$ cat config.mk
export PLATFORM = sky130hd
export DESIGN_NAME = i2c_target
export DESIGN_NICKNAME = d
export VERILOG_FILES = /design/src/rtl/i2c_target.sv
export SDC_FILE = /design/constraint.sdc
export NUM_CORES = 1
export LEC_CHECK = 0
export ABC_CLOCK_PERIOD_IN_PS = 5610
export CAP_MARGIN = 20
export CORE_ASPECT_RATIO = 1.75
export CORE_MARGIN = 2
export CORE_UTILIZATION = 30
export CTS_BUF_LIST = sky130_fd_sc_hd__clkbuf_16
export CTS_CLUSTER_SIZE = 25
export DETAILED_ROUTE_END_ITERATION = 10
export PLACE_DENSITY = 0.59
export SLEW_MARGIN = 20
export SYNTH_ARGS = -nofsm -noshare
export SYNTH_HDL_FRONTEND = slang
export SYNTH_SLANG_ARGS = --single-unit
$ cat constraint.sdc
create_clock -name clk -period 5.61 [get_ports clk]
set_input_delay 0.8415 -clock clk [delete_from_list [all_inputs] [get_ports clk]]
set_output_delay 0.8415 -clock clk [all_outputs]
set_load 0.005 [all_outputs]
$ cat src/rtl/i2c_target.sv
`timescale 1ns/1ps
// i2c_target: I2C target (slave) with a fixed 7-bit address.
// All bus sampling happens on synchronized copies of SCL/SDA in the clk domain,
// so clk must run at 8x or more the SCL rate.
//
// Ports
//   clk      system clock, all flops on its rising edge
//   reset    asynchronous, active-high reset
//   scl_in   bus SCL level (asynchronous)
//   sda_in   bus SDA level (asynchronous)
//   sda_oe   1 = pull SDA low, 0 = release (open drain)
//   rx_data  last byte received in a write transfer
//   rx_valid one-clk pulse when rx_data updates
//   tx_data  byte to return in a read transfer, sampled while tx_load is high
//   tx_load  one-clk pulse in the clk where tx_data is captured
//   busy     high from a matched-address ACK until STOP or repeated START
module i2c_target #(
    parameter logic [6:0]  ADDRESS     = 7'h27,
    parameter int unsigned SYNC_STAGES = 2
) (
    input  logic       clk,
    input  logic       reset,
    input  logic       scl_in,
    input  logic       sda_in,
    output logic       sda_oe,
    output logic [7:0] rx_data,
    output logic       rx_valid,
    input  logic [7:0] tx_data,
    output logic       tx_load,
    output logic       busy
);

    typedef enum logic [2:0] {
        StIdle,
        StAddr,
        StAddrAck,
        StRx,
        StRxAck,
        StTx,
        StTxAck,
        StSkip
    } state_e;

    // Synchronizers plus one delayed copy for edge detection; all reset to the
    // idle bus level so reset release never looks like a START.
    logic [SYNC_STAGES-1:0] scl_sync_q;
    logic [SYNC_STAGES-1:0] sda_sync_q;
    logic                   scl_prev_q;
    logic                   sda_prev_q;

    always_ff @(posedge clk or posedge reset) begin
        if (reset) begin
            scl_sync_q <= '1;
            sda_sync_q <= '1;
            scl_prev_q <= 1'b1;
            sda_prev_q <= 1'b1;
        end else begin
            scl_sync_q <= (scl_sync_q << 1) | SYNC_STAGES'(scl_in);
            sda_sync_q <= (sda_sync_q << 1) | SYNC_STAGES'(sda_in);
            scl_prev_q <= scl_sync_q[SYNC_STAGES-1];
            sda_prev_q <= sda_sync_q[SYNC_STAGES-1];
        end
    end

    logic scl_s;
    logic sda_s;
    logic scl_rise;
    logic scl_fall;
    logic start_det;
    logic stop_det;

    assign scl_s     = scl_sync_q[SYNC_STAGES-1];
    assign sda_s     = sda_sync_q[SYNC_STAGES-1];
    assign scl_rise  = scl_s & ~scl_prev_q;
    assign scl_fall  = ~scl_s & scl_prev_q;
    assign start_det = scl_s & scl_prev_q & sda_prev_q & ~sda_s;
    assign stop_det  = scl_s & scl_prev_q & ~sda_prev_q & sda_s;

    state_e     state_q, state_d;
    logic [2:0] cnt_q, cnt_d;
    logic [7:0] shift_q, shift_d;
    logic       byte_done_q, byte_done_d;  // 8th bit shifted, waiting for SCL fall
    logic       tx_first_q, tx_first_d;    // reloaded byte: next fall drives bit 7
    logic       sda_oe_q, sda_oe_d;
    logic [7:0] rx_data_q, rx_data_d;
    logic       rx_valid_q, rx_valid_d;
    logic       busy_q, busy_d;

    logic [7:0] shift_in;
    logic       addr_match;

    assign shift_in   = {shift_q[6:0], sda_s};
    // General call (address 0) is never acknowledged.
    assign addr_match = (shift_q[7:1] == ADDRESS) && (shift_q[7:1] != 7'h00);

    always_ff @(posedge clk or posedge reset) begin
        if (reset) begin
            state_q     <= StIdle;
            cnt_q       <= 3'd7;
            shift_q     <= 8'h00;
            byte_done_q <= 1'b0;
            tx_first_q  <= 1'b0;
            sda_oe_q    <= 1'b0;
            rx_data_q   <= 8'h00;
            rx_valid_q  <= 1'b0;
            busy_q      <= 1'b0;
        end else begin
            state_q     <= state_d;
            cnt_q       <= cnt_d;
            shift_q     <= shift_d;
            byte_done_q <= byte_done_d;
            tx_first_q  <= tx_first_d;
            sda_oe_q    <= sda_oe_d;
            rx_data_q   <= rx_data_d;
            rx_valid_q  <= rx_valid_d;
            busy_q      <= busy_d;
        end
    end

    always_comb begin
        state_d     = state_q;
        cnt_d       = cnt_q;
        shift_d     = shift_q;
        byte_done_d = byte_done_q;
        tx_first_d  = tx_first_q;
        sda_oe_d    = sda_oe_q;
        rx_data_d   = rx_data_q;
        rx_valid_d  = 1'b0;
        busy_d      = busy_q;
        tx_load     = 1'b0;

        if (start_det) begin
            state_d     = StAddr;
            cnt_d       = 3'd7;
            byte_done_d = 1'b0;
            sda_oe_d    = 1'b0;
            busy_d      = 1'b0;
        end else if (stop_det) begin
            state_d     = StIdle;
            cnt_d       = 3'd7;
            byte_done_d = 1'b0;
            sda_oe_d    = 1'b0;
            busy_d      = 1'b0;
        end else begin
            unique case (state_q)
                StIdle: begin
                    sda_oe_d = 1'b0;
                end
                StAddr: begin
                    if (scl_rise && !byte_done_q) begin
                        shift_d = shift_in;
                        if (cnt_q == 3'd0) begin
                            byte_done_d = 1'b1;
                        end else begin
                            cnt_d = cnt_q - 3'd1;
                        end
                    end else if (scl_fall && byte_done_q) begin
                        byte_done_d = 1'b0;
                        if (addr_match) begin
                            sda_oe_d = 1'b1;
                            busy_d   = 1'b1;
                            state_d  = StAddrAck;
                        end else begin
                            state_d = StSkip;
                        end
                    end
                end
                StAddrAck: begin
                    if (scl_fall) begin
                        sda_oe_d = 1'b0;
                        cnt_d    = 3'd7;
                        if (shift_q[0]) begin
                            // Read: bit 7 goes on the bus on this same fall.
                            shift_d    = tx_data;
                            tx_load    = 1'b1;
                            sda_oe_d   = ~tx_data[7];
                            tx_first_d = 1'b0;
                            state_d    = StTx;
                        end else begin
                            state_d = StRx;
                        end
                    end
                end
                StRx: begin
                    if (scl_rise && !byte_done_q) begin
                        shift_d = shift_in;
                        if (cnt_q == 3'd0) begin
                            byte_done_d = 1'b1;
                            rx_data_d   = shift_in;
                            rx_valid_d  = 1'b1;
                        end else begin
                            cnt_d = cnt_q - 3'd1;
                        end
                    end else if (scl_fall && byte_done_q) begin
                        byte_done_d = 1'b0;
                        sda_oe_d    = 1'b1;
                        state_d     = StRxAck;
                    end
                end
                StRxAck: begin
                    if (scl_fall) begin
                        sda_oe_d = 1'b0;
                        cnt_d    = 3'd7;
                        state_d  = StRx;
                    end
                end
                StTx: begin
                    if (scl_fall) begin
                        if (tx_first_q) begin
                            tx_first_d = 1'b0;
                            sda_oe_d   = ~shift_q[7];
                        end else if (cnt_q == 3'd0) begin
                            sda_oe_d = 1'b0;
                            state_d  = StTxAck;
                        end else begin
                            shift_d  = {shift_q[6:0], 1'b0};
                            sda_oe_d = ~shift_q[6];
                            cnt_d    = cnt_q - 3'd1;
                        end
                    end
                end
                StTxAck: begin
                    if (scl_rise) begin
                        if (!sda_s) begin
                            // Reload now; bit 7 is driven on the coming fall.
                            shift_d    = tx_data;
                            tx_load    = 1'b1;
                            tx_first_d = 1'b1;
                            cnt_d      = 3'd7;
                            state_d    = StTx;
                        end else begin
                            state_d = StSkip;
                        end
                    end
                end
                StSkip: begin
                    sda_oe_d = 1'b0;
                end
            endcase
        end
    end

    assign sda_oe   = sda_oe_q;
    assign rx_data  = rx_data_q;
    assign rx_valid = rx_valid_q;
    assign busy     = busy_q;

endmodule
==> results.ini, run 1 <==
[clocking]
clock_path_buffers = 2
cts_resized = 0
root_buffer = clkbuf_16
postCtsSetupRepairBufs = 0
cts_tree = yes
cts_buffers = 5
h-tree-depth = 2
clock_latency_ns = 0.28
holdBufCountCts = 0
clkTransAtPathRegs_ns = 0.05
clock_sinks = 33

[global_route]
overflow = 0
grt_pass1_wl_mm = 7.69
grt_pass1_vias = 1538
grt_max_degree = 34
antenna_found_initial = 0
track_usage_pct = 14.5

[power_and_ir_drop]
power.leakage_nw = 0.988
pwr-share-comb_pct = 40.1
p_sw_w = 0.000442
ir_drop_mv = 0.258
seqPwrFrac_pct = 34.3
powerDensity_nw_per_um2 = 501
clock_power_share_pct = 25.7
p_int_w = 0.000736
swShare_pct = 37.5
p_total_w = 0.00118

[yosys]
syn-num-nets = 207
syn_inst = 193
yosysTopAreaCellShare_pct = 31.5
ys_top_cells_by_count = dfrtp_1 (24), nor2_1 (22), mux2_2 (14)
ys_top_cells_by_area = dfrtp_1 (32%), dfstp_2 (12%), mux2_2 (8.3%)
synth_ff_type = dfrtp_1
synthAdderAreaFrac_pct = 1.31
synthXorXnorAreaFrac_pct = 0.460
synth-compound-area-share_pct = 22.1
synth_edf_count = 0
synthArstFlopShare_pct = 100
ys_types = 52
synth.largest_area_cell = dfrtp_1
muxShareOfSynthArea_pct = 9.86
syn_area_per_cell_um2 = 9.87
seq_area_frac_synth_pct = 44.0
ys_ff_latch = 33
synthSimpleGateAreaFrac_pct = 17.8
synth_top_family_by_area = compound AO/OA/AOI/OAI gates
yosysMostFrequentCell = dfrtp_1
syn-cell-area_um2 = 1900
ys_warn_count = 0

[final_layout]
final_cell_area_um2 = 2350
n_antenna_cell = 0
instances_no_fill = 293
synthToLayoutAreaGrowth_pct = 23.4
fin_nets = 226
drive_gt1_share_pct = 17.4

[route]
drc = 0
ant_nets = 0
first_pass_iters = 4
routedWlPerCell_um = 15.8
wirelength_mm = 4.64
drt_iter0_drc = 47
viasPerCell = 5.23
vias = 1533

[sta]
maxSlewViolCount = 0
slew_headroom_pct = 36.8
final-hold-violation-count = 0
worstMarginPinSlew_ns = 0.939
tns_ns = 0
setup-violations-final = 0
rsz0062_at_grt = false
timing.hold.ws_ns = 0.349
fmax_ghz = 0.316
clock_skew_ns = 0.00794
post-route-period-util_pct = 56.4
layout_min_cycle_time_ns = 3.16

[floorplan]
die_area_um2 = 7030
coreArea_um2 = 6180
io_pins = 24
die_y_um = 109
fp.dieW_um = 64.2
initial_core_util_pct = 30.8
num_rows = 38

[setup_path]
critPathRequiredTime_ns = 4.77
critPathKind = flip-flop to output pin
crit_path_end_kind = output pin
cp_max_fo = 10
cp.arrival_ns = 2.32
crit_path_start_kind = flip-flop

[placed_design]
place_congestion = 0.876
place_area_um2 = 2190
port_buffers = 23
dp_cells = 285
dpl.hpwl_mm = 3.30

[run]
drv_cap = 0

[worst_hold_path]
hp-class = flip-flop to flip-flop

[status]
run_status = finished clean

-- through the flow --
step | util, % | setup WS [ns]
2_1_floorplan | - | 3.42
3_3_place_gp | 35.4 | 2.77
3_5_place_dp | 35.4 | 2.72
4_1_cts | 38.0 | 2.42
5_1_grt | 38.0 | 2.20
6_report | 38.0 | 2.45
-- flip-flops by register name (all words and copies together) (netlist names) --
| name | count |
|---|---|
| sda_sync_q | 2 |
| sda_prev_q | 1 |
| tx_first_q | 1 |
| state_q | 3 |
| scl_prev_q | 1 |
| sda_oe | 1 |
| rx_data | 8 |
| busy | 1 |
| cnt_q | 3 |
| rx_valid | 1 |
| shift_q | 8 |
| byte_done_q | 1 |
| scl_sync_q | 2 |
-- final timing paths --
path                                    startpoint                       to  slack (ns)  cells after the start
max in group asynchronous                    reset     cnt_q[2]$_DFFE_PP1P_        4.32                      3
min reg2reg                sda_sync_q[0]$_DFF_PP1_  sda_sync_q[1]$_DFF_PP1_        0.35                      0
max reg2reg                 state_q[0]$_DFFE_PP0P_   shift_q[6]$_DFFE_PP0P_        3.11                      5
min in group asynchronous                    reset  byte_done_q$_DFFE_PP0P_        0.95                      3
max                           scl_prev_q$_DFF_PP1_                  tx_load        2.45                      4
min                        sda_sync_q[0]$_DFF_PP1_  sda_sync_q[1]$_DFF_PP1_        0.35                      0
-- critical path, cell delays in order, from the launching register on --
cell             delay, ns
dfstp_2               0.58
nor2b_1               0.54
nand3b_1              0.19
a21oi_1               0.20
clkdlybuf4s50_1       0.52
-- layout by cell type (no fill, tap or decap), types with 7 or more instances in the layout --
cell type	count
a21oi_1	8
clkdlybuf4s50_1	23
dfrtp_1	24
dfstp_2	9
inv_1	9
mux2_2	14
nand2_1	7
nor2_1	22
o21ai_0	9
-- per-layer routing --
layer | global-route usage (%) | routed length (um) | part of all wire, %
met3 | 2.46 | 166 | 3.6
met5 | 0 | 0 | 0
met2 | 24.0 | 2370 | 51
met4 | 10.5 | 230 | 5.0
met1 | 16.8 | 1870 | 40
-- layout make-up --
class	count	area (um2)
Tap cell	80	100
Clock buffer	5	125
Sequential cell	33	837
Timing Repair Buffer	24	238
Inverter	8	30.0
Fill cell	655	3830
Clock inverter	3	37.5
Multi-Input combinational cell	140	982
-- power groups by stage --
stage               sequential [W]  combinational [W]  clock [W]
finish                    0.000403           0.000472   0.000303
global route              0.000419           0.000526   0.000322
CTS                       0.000401           0.000474   0.000313
detailed placement        0.000405           0.000471          0
global placement          0.000406           0.000469          0
floorplan                 0.000332           0.000431          0
-- logic make-up after synthesis --
kind of cell / after synthesis
flops: 33
xor+xnor: 1
simple gates: 63
fa+ha+maj: 2
mux: 17
compound gates: 57
buf+inv: 20
(Power assumes the default switching activity.)
==> run 2: changes to the inputs <==
ABC_CLOCK_PERIOD_IN_PS = 3250   (was 5610)
clock period = 3.25 ns   (was 5.61 ns; I/O delays follow)
==> run 2 against run 1 <==
Net effect:
- sequential share of layout area is 0.34 points lower
- total power is 75% higher
- largest cell class unchanged
- global-route usage is 0.60 points higher
- hold slack better by 0.0034 ns
- combinational power is 79% higher
- via count is 2.7% higher
- clock skew is 0.00060 ns higher
- critical path type unchanged
- largest power group unchanged
- first-iteration DRC count is 15% higher
- final area is 0.96% higher
- die area stayed put
- flip-flop and latch count stayed put
==> results.ini, run 2 (same netlist as run 1, synthesis figures left out) <==
[placed_design]
dp_slack_ns = 0.866  ; -1.85 ns
port_buffers = 23  ; unchanged
dp_cells = 288  ; +1.1%
place_area_um2 = 2210  ; +1.0%
place_congestion = 0.920  ; +5.0%
dpl.hpwl_mm = 3.56  ; +7.9%

[clocking]
h-tree-depth = 2  ; unchanged
cts_tree = yes
postCtsSetupRepairBufs = 0  ; unchanged
clock_path_buffers = 2  ; unchanged
cts_resized = 0  ; unchanged
root_buffer = clkbuf_16
clock_latency_ns = 0.28  ; about the same
clkTransAtPathRegs_ns = 0.05  ; about the same
cts_buffers = 5  ; unchanged
clock_sinks = 33  ; unchanged
holdBufCountCts = 0  ; unchanged

[sta]
layout_min_cycle_time_ns = 2.48
setup-violations-final = 0  ; unchanged
fmax_ghz = 0.403
clock_skew_ns = 0.00854  ; +0.000598 ns
slew_headroom_pct = 46.0  ; +9.2 points
final-hold-violation-count = 0  ; unchanged
worstMarginPinSlew_ns = 0.809  ; -0.130 ns
post-route-period-util_pct = 76.4
maxSlewViolCount = 0  ; unchanged
timing.hold.ws_ns = 0.353  ; +0.00341 ns
rsz0062_at_grt = false
tns_ns = 0  ; unchanged
worst_slack_ns = 0.767  ; -1.68 ns

[final_layout]
fin_nets = 229  ; +1.3%
synthToLayoutAreaGrowth_pct = 24.6
n_antenna_cell = 0  ; unchanged
final_common_cell = dfrtp_1
instances_no_fill = 296  ; +1.0%
layout_common_cells = dfrtp_1 (24), clkdlybuf4s50_1 (23), nor2_1 (22), mux2_2 (14)
drive_gt1_share_pct = 18.5  ; +1.1 points
final_cell_area_um2 = 2370  ; +0.96%

[setup_path]
cp_cell_sequence = nor2b_1 > buf_4 > nand3b_1 > a21oi_1 > clkdlybuf4s50_1
critPathKind = flip-flop to output pin
r2r_slack_ns = 0.83  ; -2.28 ns
cp_max_fo = 10  ; unchanged
cp.arrival_ns = 2.00  ; -0.32 ns
max_stage_delay_ns = 0.60  ; +0.02 ns
slowest_stage = dfstp_2
critPathRequiredTime_ns = 2.76  ; -2.01 ns
critPathBufInv = 2  ; +1
crit_path_end_kind = output pin
crit_path_start_kind = flip-flop
cp_top_family = buffers and inverters

[global_route]
antenna_found_initial = 0  ; unchanged
grt_pass1_wl_mm = 8.00  ; +4.0%
grt_pass1_vias = 1665  ; +8.3%
track_usage_pct = 15.1  ; +0.60 points
grt_max_degree = 34  ; unchanged
overflow = 0  ; unchanged

[status]
run_status = finished clean

[route]
ant_nets = 0  ; unchanged
drc = 0  ; unchanged
first_pass_iters = 4  ; unchanged
vias = 1574  ; +2.7%
drt_iter0_drc = 54  ; +15%
wirelength_mm = 4.87  ; +5.1%
viasPerCell = 5.32  ; +1.6%
routedWlPerCell_um = 16.5  ; +4.1%

[run]
drv_cap = 0  ; unchanged

[floorplan]
io_pins = 24  ; unchanged
die_area_um2 = 7030  ; unchanged
num_rows = 38  ; unchanged
coreArea_um2 = 6180  ; unchanged
fp.dieW_um = 64.2  ; unchanged
die_y_um = 109  ; unchanged
initial_core_util_pct = 30.8  ; unchanged

[power_and_ir_drop]
power.leakage_nw = 1.00  ; +1.6%
ir_drop_mv = 0.483  ; +87%
powerDensity_nw_per_um2 = 869  ; +73%

[worst_hold_path]
hp-class = flip-flop to flip-flop

==> run 2: cell types whose count changed in the layout (fill, tap and decap cells not counted), sizes merged <==
cell,before,now
buf,1,4
==> run 2: layout make-up <==
class	count	area, um2
inverters	8	30.0
clock inverters	3	37.5
well taps	80	100
fillers	649	3810
flip-flops and latches	33	837
repair buffers	27	260
multi-input cells	140	982
clock buffers	5	125
==> run 2: path summary, 6_finish.rpt <==
path / cells past startpoint / end / start
setup / recovery: 5 / tx_load / scl_prev_q$_DFF_PP1_
hold / removal: 0 / sda_sync_q[1]$_DFF_PP1_ / sda_sync_q[0]$_DFF_PP1_
setup reg to reg: 5 / shift_q[6]$_DFFE_PP0P_ / state_q[0]$_DFFE_PP0P_
hold reg to reg: 0 / sda_sync_q[1]$_DFF_PP1_ / sda_sync_q[0]$_DFF_PP1_
max in group asynchronous: 3 / cnt_q[1]$_DFFE_PP1P_ / reset
min in group asynchronous: 3 / rx_data[0]$_DFFE_PP0P_ / reset
==> run 2: worst register-to-register path: stages, from the launching register on <==
cell       delay [ns]
dfrtp_1          0.79
nand2b_1         0.29
o211ai_1         0.17
o2111ai_2        0.22
nor3_4           0.43
mux2_2           0.39
==> run 2: layer usage <==
layer  part of all wire, %  up-vias  global-route usage (%)  wire length (um)
li1                      -      752                       -                 -
met1                    40      782                    15.6              1930
met2                    54       28                    26.9              2640
met3                   2.4       12                    3.17               115
met4                   3.8        0                    10.3               185
met5                     0        -                       0                 0
==> run 2: stage by stage <==
stage	power, W	util [%]
floorplan	0.00132	-
global placement	0.00152	35.7
detailed placement	0.00153	35.7
CTS	0.00207	38.4
global route	0.00219	38.4
finish	0.00206	38.4
==> run 2: power breakdown <==
group	total, W	switching (W)	internal, W
logic	0.000846	0.000437	0.000409
clock network	0.000526	0.000171	0.000356
registers	0.000688	0.000174	0.000514
==> run 3: changes to the inputs <==
ABC_CLOCK_PERIOD_IN_PS = 2000   (was 3250)
PLACE_DENSITY = 0.61   (was 0.59)
clock period = 2 ns   (was 3.25 ns; I/O delays follow)
==> run 3 against run 2 <==
Net effect:
- the flow now finishes with violations (setup timing)
- die area stayed put
- wire length is 18% higher
- sequential power is 42% higher
- total power is 94% higher
- critical path depth is 3 higher
- non-clock buffer count is 41 higher
- core utilization is 6.2 points higher
- global-route usage is 2.5 points higher
- first-iteration DRC count is 22% higher
- critical path type is now flip-flop to flip-flop
- largest cell class unchanged
==> results.ini, run 3 (same netlist as run 1, synthesis figures left out) <==
[placed_design]
dp_cells = 316  ; +9.7%
dpl.hpwl_mm = 4.22  ; +18%
dp_slack_ns = -0.0532  ; -0.919 ns
place_congestion = 1.02  ; +10%
place_area_um2 = 2470  ; +12%
port_buffers = 23  ; unchanged

[final_layout]
final_common_cell = buf_4
synthToLayoutAreaGrowth_pct = 44.5
final_cell_area_um2 = 2750  ; +16%
layout_common_cells = buf_4 (43), dfrtp_1 (24), nor2_1 (22), clkdlybuf4s50_1 (22)
drive_gt1_share_pct = 35.0  ; +17 points
fin_nets = 270  ; +18%
n_antenna_cell = 0  ; unchanged
instances_no_fill = 337  ; +14%

[power_and_ir_drop]
pwr-share-comb_pct = 54.4  ; +13 points
powerDensity_nw_per_um2 = 1450  ; +67%
p_int_w = 0.00252  ; +97%
power.leakage_nw = 1.23  ; +22%
p_sw_w = 0.00148  ; +89%
seqPwrFrac_pct = 24.4  ; -9.0 points
swShare_pct = 36.9  ; -1.0 points
p_total_w = 0.00400  ; +94%
clock_power_share_pct = 21.2  ; -4.3 points
ir_drop_mv = 0.884  ; +83%

[floorplan]
coreArea_um2 = 6180  ; unchanged
fp.dieW_um = 64.2  ; unchanged
die_area_um2 = 7030  ; unchanged
die_y_um = 109  ; unchanged
io_pins = 24  ; unchanged
initial_core_util_pct = 30.8  ; unchanged
num_rows = 38  ; unchanged

[setup_path]
cp_max_fo = 6  ; -4
critPathBufInv = 3  ; +1
cp.arrival_ns = 2.27  ; +0.27 ns
critPathRequiredTime_ns = 2.16  ; -0.60 ns
slowest_stage = dfstp_2
crit_path_end_kind = flip-flop
cp_top_family = flip-flops
crit_path_start_kind = flip-flop
critPathKind = flip-flop to flip-flop
cp_cell_sequence = buf_6 > and2b_2 > buf_4 > a31oi_1 > o22a_1 > nor3_4 > buf_12 > mux2_4
max_stage_delay_ns = 0.55  ; -0.05 ns

[worst_hold_path]
hp-class = flip-flop to flip-flop

[status]
violations = setup timing
run_status = complete, but fails checks

[global_route]
track_usage_pct = 17.6  ; +2.5 points
grt_pass1_vias = 1928  ; +16%
grt_pass1_wl_mm = 9.47  ; +18%
grt_max_degree = 34  ; unchanged
met1_usage_pct = 18.8  ; +3.2 points
grt_use_met2_pct = 32.3  ; +5.4 points
antenna_found_initial = 0  ; unchanged
top_usage_layer = met2
overflow = 0  ; unchanged
grtUsageMet3_pct = 2.46  ; -0.72 points

[clocking]
cts_buffers = 5  ; unchanged
cts_tree = yes
clock_sinks = 33  ; unchanged
clock_path_buffers = 2  ; unchanged
h-tree-depth = 2  ; unchanged
root_buffer = clkbuf_16
clkTransAtPathRegs_ns = 0.05  ; about the same
clock_latency_ns = 0.28  ; about the same

[sta]
fmax_ghz = 0.474
slew_headroom_pct = 66.2  ; +20 points
maxSlewViolCount = 0  ; unchanged
final-hold-violation-count = 0  ; unchanged
clock_skew_ns = 0.00564  ; -0.00290 ns
setup-violations-final = 9  ; +9
worst_slack_ns = -0.108  ; -0.875 ns
post-route-period-util_pct = 105
rsz0062_at_grt = true
timing.hold.ws_ns = 0.354  ; +0.00106 ns
layout_min_cycle_time_ns = 2.11
worstMarginPinSlew_ns = 0.500  ; -0.309 ns

[run]
drv_cap = 0  ; unchanged

[route]
drc = 0  ; unchanged
wirelength_mm = 5.75  ; +18%
viasPerCell = 5.39  ; +1.4%
ant_nets = 0  ; unchanged
drt_iter0_drc = 66  ; +22%
first_pass_iters = 4  ; unchanged
vias = 1817  ; +15%
routedWlPerCell_um = 17.1  ; +3.6%

==> run 3: final timing paths <==
path / cells after the start / to / startpoint / slack, ns
setup / recovery: 8 / shift_q[5]$_DFFE_PP0P_ / scl_prev_q$_DFF_PP1_ / -0.11
hold / removal: 0 / sda_sync_q[1]$_DFF_PP1_ / sda_sync_q[0]$_DFF_PP1_ / 0.35
setup reg to reg: 8 / shift_q[5]$_DFFE_PP0P_ / scl_prev_q$_DFF_PP1_ / -0.11
hold reg to reg: 0 / sda_sync_q[1]$_DFF_PP1_ / sda_sync_q[0]$_DFF_PP1_ / 0.35
max in group asynchronous: 3 / cnt_q[0]$_DFFE_PP1P_ / reset / 1.26
min in group asynchronous: 3 / busy$_DFFE_PP0P_ / reset / 0.40
==> run 3: layout make-up <==
class,instances,area (um2)
sequential,33,837
fill,607,3430
tap,80,100
timing repair buffer,68,579
clock inverter,3,37.5
multi-input combinational,140,1040
inverter,8,30.0
clock buffer,5,125
==> run 3: power groups by stage <==
| stage | logic, W | clock network (W) | registers, W |
|---|---|---|---|
| after floorplan | 0.00129 | 0 | 0.000940 |
| after global placement | 0.00199 | 0 | 0.000980 |
| after detailed placement | 0.00199 | 0 | 0.000987 |
| after CTS | 0.00208 | 0.000869 | 0.000973 |
| after global routing | 0.00234 | 0.000897 | 0.000998 |
| final | 0.00218 | 0.000850 | 0.000976 |
==> run 3: metrics by stage <==
| stage | util [%] | TNS, ns |
|---|---|---|
| floorplan | - | -0.116 |
| global placement | 40.0 | -0.104 |
| detailed placement | 40.0 | -0.301 |
| CTS | 44.0 | -0.391 |
| global route | 44.5 | -1.18 |
| finish | 44.5 | -0.656 |
==> run 3: what timing repair did <==
action | CTS | global route
pin swaps | 4 | 0
setup endpoints to repair | 8 | 13
resized for setup | 4 | 4
buffers inserted | 11 | 3
hold buffers | 0 | 0
==> run 3: worst reg2reg max path: cells and delay by family, from the launching register on <==
kind,cells,cell delay [ns]
AO/OA/AOI/OAI,2,0.43
buffers and inverters,3,0.40
flip-flops,1,0.55
multiplexers,1,0.29
AND/OR/NAND/NOR,2,0.32
==> run 3: metal layers <==
metal,wire [um],vias to the layer above
met5,0,-
met1,2120,897
met4,305,0
met3,194,22
met2,3130,65
li1,-,833
